==> src/rtl/cnn_pkg.sv <==
// Shared CNN definitions: data word width, buffer FSM state type and the
// bit-width helper used to size index ports.
package cnn_pkg;

  localparam int DATA_WIDTH = 32;

  typedef enum logic {
    FILL  = 1'b0,
    DRAIN = 1'b1
  } buf_state_t;

  // Number of bits needed to represent value (at least 1), so an index port
  // can also carry the first out-of-range value.
  function automatic int logb2(input int value);
    int n;
    n = 1;
    for (int i = 0; i < 31; i++) begin
      if ((value >> i) != 0) begin
        n = i + 1;
      end else begin
        n = n;
      end
    end
    return n;
  endfunction

endpackage

==> src/rtl/pool_map_ram.sv <==
// Pooled-map storage: one row-wide write port, one word-wide combinational
// read port. Word 0 of a row sits in the MSBs of wr_data.
module pool_map_ram
  import cnn_pkg::*;
#(
  parameter int ROW_WORDS = 3,
  parameter int DEPTH     = 12,
  parameter int SW        = 4,
  parameter int CW        = 2
) (
  input  logic                            clk,
  input  logic                            wr_en,
  input  logic [SW-1:0]                   wr_slot,
  input  logic [ROW_WORDS*DATA_WIDTH-1:0] wr_data,
  input  logic [SW-1:0]                   rd_slot,
  input  logic [CW-1:0]                   rd_col,
  output logic [DATA_WIDTH-1:0]           rd_data
);

  logic [DATA_WIDTH-1:0] mem [DEPTH][ROW_WORDS];

  always_ff @(posedge clk) begin
    if (wr_en) begin
      for (int c = 0; c < ROW_WORDS; c++) begin
        mem[wr_slot][c] <= wr_data[(ROW_WORDS-1-c)*DATA_WIDTH +: DATA_WIDTH];
      end
    end
  end

  assign rd_data = mem[rd_slot][rd_col];

endmodule

==> src/rtl/pool_map_buffer.sv <==
// Collects pooled rows of TOTAL_FEATURE maps into a slot bitmap-tracked RAM,
// then streams every word out feature-major, row, col with valid/ready.
module pool_map_buffer
  import cnn_pkg::*;
#(
  parameter int OUTPUT_SIZE   = 3,
  parameter int KERNEL_SIZE   = 2,
  parameter int TOTAL_FEATURE = 4
) (
  input  logic                                           clk,
  input  logic                                           rst,
  input  logic                                           in_valid,
  output logic                                           in_ready,
  input  logic [logb2(TOTAL_FEATURE)-1:0]                in_feature_idx,
  input  logic [logb2(OUTPUT_SIZE*KERNEL_SIZE)-1:0]      in_feature_row,
  input  logic [OUTPUT_SIZE*DATA_WIDTH-1:0]              in_data,
  output logic                                           out_valid,
  input  logic                                           out_ready,
  output logic [DATA_WIDTH-1:0]                          out_data,
  output logic [logb2(TOTAL_FEATURE)-1:0]                out_feature,
  output logic [logb2(OUTPUT_SIZE)-1:0]                  out_row,
  output logic [logb2(OUTPUT_SIZE)-1:0]                  out_col,
  output logic                                           out_last,
  output logic                                           err_range,
  output logic                                           err_overflow
);

  localparam int FW    = logb2(TOTAL_FEATURE);
  localparam int CW    = logb2(OUTPUT_SIZE);
  localparam int SLOTS = TOTAL_FEATURE * OUTPUT_SIZE;
  localparam int SW    = (SLOTS > 1) ? $clog2(SLOTS) : 1;

  buf_state_t             state;
  logic [SLOTS-1:0]       bitmap;
  logic [SLOTS-1:0]       bitmap_set;
  logic [FW-1:0]          feat_cnt;
  logic [CW-1:0]          row_cnt;
  logic [CW-1:0]          col_cnt;
  logic [DATA_WIDTH-1:0]  rd_data;
  logic [SW-1:0]          wr_slot;
  logic [SW-1:0]          rd_slot;
  logic                   in_range;
  logic                   wr_en;
  logic                   last_word;
  int                     in_prow;

  assign in_prow    = int'(in_feature_row) / KERNEL_SIZE;
  assign in_range   = (int'(in_feature_idx) < TOTAL_FEATURE) && (in_prow < OUTPUT_SIZE);
  assign in_ready   = (state == FILL);
  assign wr_en      = in_valid && in_ready && in_range;
  assign wr_slot    = SW'(int'(in_feature_idx) * OUTPUT_SIZE + in_prow);
  assign bitmap_set = bitmap | (SLOTS'(1) << wr_slot);
  assign rd_slot    = SW'(int'(feat_cnt) * OUTPUT_SIZE + int'(row_cnt));
  assign last_word  = (feat_cnt == FW'(TOTAL_FEATURE - 1)) &&
                      (row_cnt == CW'(OUTPUT_SIZE - 1)) &&
                      (col_cnt == CW'(OUTPUT_SIZE - 1));

  // Counters sit at zero outside DRAIN, so the coordinates read 0 in FILL.
  assign out_valid   = (state == DRAIN);
  assign out_last    = out_valid && last_word;
  assign out_data    = out_valid ? rd_data : '0;
  assign out_feature = feat_cnt;
  assign out_row     = row_cnt;
  assign out_col     = col_cnt;

  pool_map_ram #(
    .ROW_WORDS (OUTPUT_SIZE),
    .DEPTH     (SLOTS),
    .SW        (SW),
    .CW        (CW)
  ) u_ram (
    .clk     (clk),
    .wr_en   (wr_en),
    .wr_slot (wr_slot),
    .wr_data (in_data),
    .rd_slot (rd_slot),
    .rd_col  (col_cnt),
    .rd_data (rd_data)
  );

  always_ff @(posedge clk or posedge rst) begin
    if (rst) begin
      state        <= FILL;
      bitmap       <= '0;
      feat_cnt     <= '0;
      row_cnt      <= '0;
      col_cnt      <= '0;
      err_range    <= 1'b0;
      err_overflow <= 1'b0;
    end else begin
      if (in_valid && !in_ready) begin
        err_overflow <= 1'b1;
      end
      if (in_valid && in_ready && !in_range) begin
        err_range <= 1'b1;
      end
      case (state)
        FILL: begin
          if (wr_en) begin
            bitmap <= bitmap_set;
            if (&bitmap_set) begin
              state <= DRAIN;
            end
          end
        end
        DRAIN: begin
          if (out_ready) begin
            if (last_word) begin
              bitmap   <= '0;
              feat_cnt <= '0;
              row_cnt  <= '0;
              col_cnt  <= '0;
              state    <= FILL;
            end else if (col_cnt != CW'(OUTPUT_SIZE - 1)) begin
              col_cnt <= col_cnt + 1'b1;
            end else if (row_cnt != CW'(OUTPUT_SIZE - 1)) begin
              col_cnt <= '0;
              row_cnt <= row_cnt + 1'b1;
            end else begin
              col_cnt  <= '0;
              row_cnt  <= '0;
              feat_cnt <= feat_cnt + 1'b1;
            end
          end
        end
        default: state <= FILL;
      endcase
    end
  end

endmodule

==> config.mk <==
export PLATFORM = sky130hd
export DESIGN_NAME = pool_map_buffer
export DESIGN_NICKNAME = d
export VERILOG_FILES = /design/src/rtl/cnn_pkg.sv /design/src/rtl/pool_map_ram.sv /design/src/rtl/pool_map_buffer.sv
export SDC_FILE = /design/constraint.sdc
export NUM_CORES = 1
export LEC_CHECK = 0
export ABC_AREA = 0
export BUFFER_PORTS_ARGS = -buffer_cell sky130_fd_sc_hd__clkbuf_2
export CORE_UTILIZATION = 30
export DETAILED_ROUTE_END_ITERATION = 16
export PLACE_DENSITY_LB_ADDON = 0.08
export SETUP_SLACK_MARGIN = 0.1
export SYNTH_ARGS = -nofsm -noshare
export SYNTH_HDL_FRONTEND = slang
export SYNTH_HIERARCHICAL = 1
export SYNTH_SLANG_ARGS = --single-unit
export TNS_END_PERCENT = 50
==> constraint.sdc <==
create_clock -name clk -period 11.04 [get_ports clk]
set_input_delay 2.76 -clock clk [delete_from_list [all_inputs] [get_ports clk]]
set_output_delay 2.76 -clock clk [all_outputs]
set_load 0.01 [all_outputs]
==> summary.md <==
| Metric | Value |
|---|---|
| Die height | `393.2 um` |
| Total Power | `17.74 mW` |
| TritonCTS clock tree | `yes` |
| Slowest stage delay, CP | `0.72 ns` |
| Syn_area_per_cell | `20.82 um2` |
| Post-route design area | `0.05341 mm2` |
| Crit-path slowest cell | `a21oi_1` |
| Max-Cap Viols | `0` |
| Antenna violations before repair | `25` |
| Clock transition at the registers of the reported paths | `0.06 ns` |
| Filler cell count | `14130` |
| Iter 0 DRT Violations | `1578` |
| Via count | `22230` |
| # rows | `143` |
| Routed vias/inst | `4.893` |
| Hold_buf cts | `0` |
| Die Width | `393.2 um` |
| Share of the yosys chip area belonging to registers | `76.57%` |
| Maximum operating frequency | `0.1213 GHz` |
| HPWL after DPL | `61.45 mm` |
| Final Wtd Congestion | `0.7008` |
| Final period util | `74.64%` |
| Root buffer cell | `clkbuf_16` |
| First-pass GRT wire length | `175.4 mm` |
| Max-slew violations | `0` |
| Antenna Nets Post-Route | `0` |
| Area contributors post-synth | `edfxtp_1 75%, mux4_2 11%, mux2_2 2.7%, mux2i_1 2.0%, dfrtp_1 1.2%` |
| Cell taking the most area after synthesis | `edfxtp_1` |
| Setup-failing EPs final | `0` |
| WL per Instance | `26.98 um` |
| Slew margin rel. | `26.01%` |
| Worst-case clock skew | `0.02078 ns` |
| Final WL | `122.6 mm` |
| Status | `complete, no violations` |
| Max clock buf depth | `3` |
| H-tree Lvls | `4` |
| CTS sink cnt | `1174` |
| Max IR drop VDD | `0.5268 mV` |
| Cell family with most CP delay | `buffers and inverters` |
| WP buf/inv | `4` |
| Setup CP Type | `flop to output pin` |
| Die area | `0.1546 mm2` |
| Layout Nets | `2525` |
| Port bufs | `148` |
| Worst-Skew Late Latency | `0.74 ns` |
| Largest net degree at the start of global routing | `122` |
| Dpl ws | `3.467 ns` |
| Placed insts | `4301` |
| YS warnings | `6` |
| Post-Layout Cell Count | `4542` |
| Global route total overflow | `0` |
| RSZ-0062 raised after global routing | `no` |
| Worst EP required | `8.28 ns` |
| Resize count post-CTS | `0` |
| Final Worst Setup Slack | `2.799 ns` |
| 1st-pass router iterations | `7` |
| Dominant synthesized flop cell | `edfxtp_1` |
| Starting Density | `30.22%` |
| Post-synth EDFFs | `1152` |
| Crit path max fanout | `82` |
| CTS Buf Count | `134` |
| Crit end category | `output pin` |
| Fin. Hold Viols | `0` |
| DRC Markers | `0` |
| GR Util All Layers | `16.12%` |
| Share of layout cells above drive strength 1 | `28.52%` |
| Worst-path cell chain | `fa_1 -> ha_4 -> inv_1 -> fa_1 -> inv_8 -> buf_12 -> mux2i_1 -> nor2_1 -> a21oi_1 -> o211ai_1 -> and2_1 -> clkbuf_2` |
| Post CTS Setup Buffer Count | `0` |
| Synth async-reset ratio | `1.874%` |
| Yosys cell types | `57` |
| Top-area cell type share of the netlist area | `75.37%` |
| Post-synthesis cell count | `2205` |
| Most frequent cell on the critical path | `fa_1` |
| Netlist Area Pre-Place | `0.04590 mm2` |
| Hold/Removal Path Class | `flop to flop` |
| Worst-Margin Slew | `1.108 ns` |
| Area Growth Syn to Fin | `16.36%` |
| PwrDens | `332.2 mW/mm2` |
| Hold WS | `0.4649 ns` |
| Synthesis-stage register bit count | `1174` |
| Number of global-route vias before repair | `23740` |
| Worst Setup Start Kind | `flop` |
| P_leak | `17.03 nW` |
| I/O pins | `150` |
| WP data arrival | `5.48 ns` |
| Area post-placement | `0.04915 mm2` |
| Syn Nets | `2323` |
| Final min period | `8.241 ns` |
| Core Region | `0.1519 mm2` |
state kept, by name (all words and copies together), names as in the netlist:
register,flops
out_valid,1
out_row,2
out_col,2
err_overflow,1
out_feature,3
u_ram/mem,1152
bitmap,12
err_range,1
metrics by stage:
| step | utilization (%) | setup TNS, ns |
|---|---|---|
| after global routing | 35.15 | 0 |
| after floorplan | - | -49.15 |
| after CTS | 35.15 | 0 |
| final | 35.16 | 0 |
| after detailed placement | 32.36 | 0 |
| after global placement | 32.36 | 0 |
metal layers:
metal	share of wire, %	vias up	wire, um	track usage (%)
met3	5.1	169	6213	3.406
met5	0.11	-	130	0
met1	45	11980	55650	22.18
met2	48	484	58380	25.82
met4	1.8	20	2177	4.252
li1	-	9577	-	-
report_power, final:
part	internal [mW]	total [mW]	switching (mW)
sequential	4.93	4.98	0.0488
clock	2.56	4.31	1.75
combinational	3.55	8.45	4.91
total	11.0	17.7	6.70
worst paths after layout:
kind / from / end / slack (ns) / cells after the start
worst max-delay path: out_feature[0] / out_data[6] / 2.80 / 12
worst min-delay path: err_overflow / err_overflow / 0.46 / 1
worst max register to register: out_valid / u_ram/mem[3][4] / 7.25 / 6
worst min register to register: err_overflow / err_overflow / 0.46 / 1
max in group asynchronous: rst / out_valid / 8.23 / 2
min in group asynchronous: rst / bitmap[10] / 2.19 / 2
synth_stat cells, types with 8 or more instances:
| library cell | n |
|---|---|
| nand2_1 | 25 |
| ha_1 | 8 |
| a21oi_1 | 39 |
| and2_1 | 37 |
| buf_2 | 28 |
| mux2_1 | 21 |
| o22ai_1 | 48 |
| clkbuf_1 | 51 |
| nor2_1 | 101 |
| o21ai_0 | 30 |
| mux2i_1 | 92 |
| buf_6 | 12 |
| o211ai_1 | 23 |
| buf_4 | 12 |
| a31oi_1 | 8 |
| mux2_2 | 110 |
| dfrtp_1 | 22 |
| mux4_2 | 220 |
| edfxtp_1 | 1152 |
| buf_1 | 13 |
| a22oi_1 | 27 |
| inv_1 | 14 |
| a22o_1 | 15 |
| nor3_1 | 12 |
| nand2b_1 | 11 |
cell type report:
cell class	count	area, um2	share of cell area (%)
flip-flops and latches	1174	35150	65.80
multi-input cells	899	10240	19.17
clock buffers	163	3590	6.721
well taps	2030	2540	4.756
repair buffers	182	1159	2.169
clock inverters	73	654.4	1.225
inverters	16	67.56	0.1265
diodes	5	12.51	0.02343
kinds of logic (layout without fill, tap and decap cells):
group                      count (synthesis)  count (layout)  synth area share (%)
AOI/OAI and AO/OA                        223             223                 3.236
and+or+nand+nor                          219             219                 2.287
buffers and inverters                    132             434                 1.450
xor gates and xnor gates                   2               2               0.05453
DFF                                     1174            1174                 76.57
muxes                                    443             443                 16.01
other                                      0               5                     0
adders and majority gates                 12              12                0.3925
worst reg2reg max path, cell delays in order (launching register included):
cell and delay (ns):
dfrtp_2 0.64, inv_1 0.24, nand3_1 0.19, clkinv_1 0.23, or3b_2 0.61, nor2_4 0.62
buf_4 0.85
cells in the final DEF, fill, tap and decap left out, types with 19 or more instances in the layout:
cell / count
edfxtp_1: 1152
mux4_2: 220
clkbuf_2: 148
clkbuf_16: 140
mux2_2: 110
nor2_1: 92
mux2i_1: 92
o22ai_1: 48
a21oi_1: 39
and2_1: 37
clkinv_1: 36
o21ai_0: 30
a22oi_1: 27
nand2_1: 24
o211ai_1: 23
clkbuf_1: 23
dfrtp_1: 21
buf_4: 21
mux2_1: 21
clkinv_2: 19
Power figures use the tool's default switching activity.
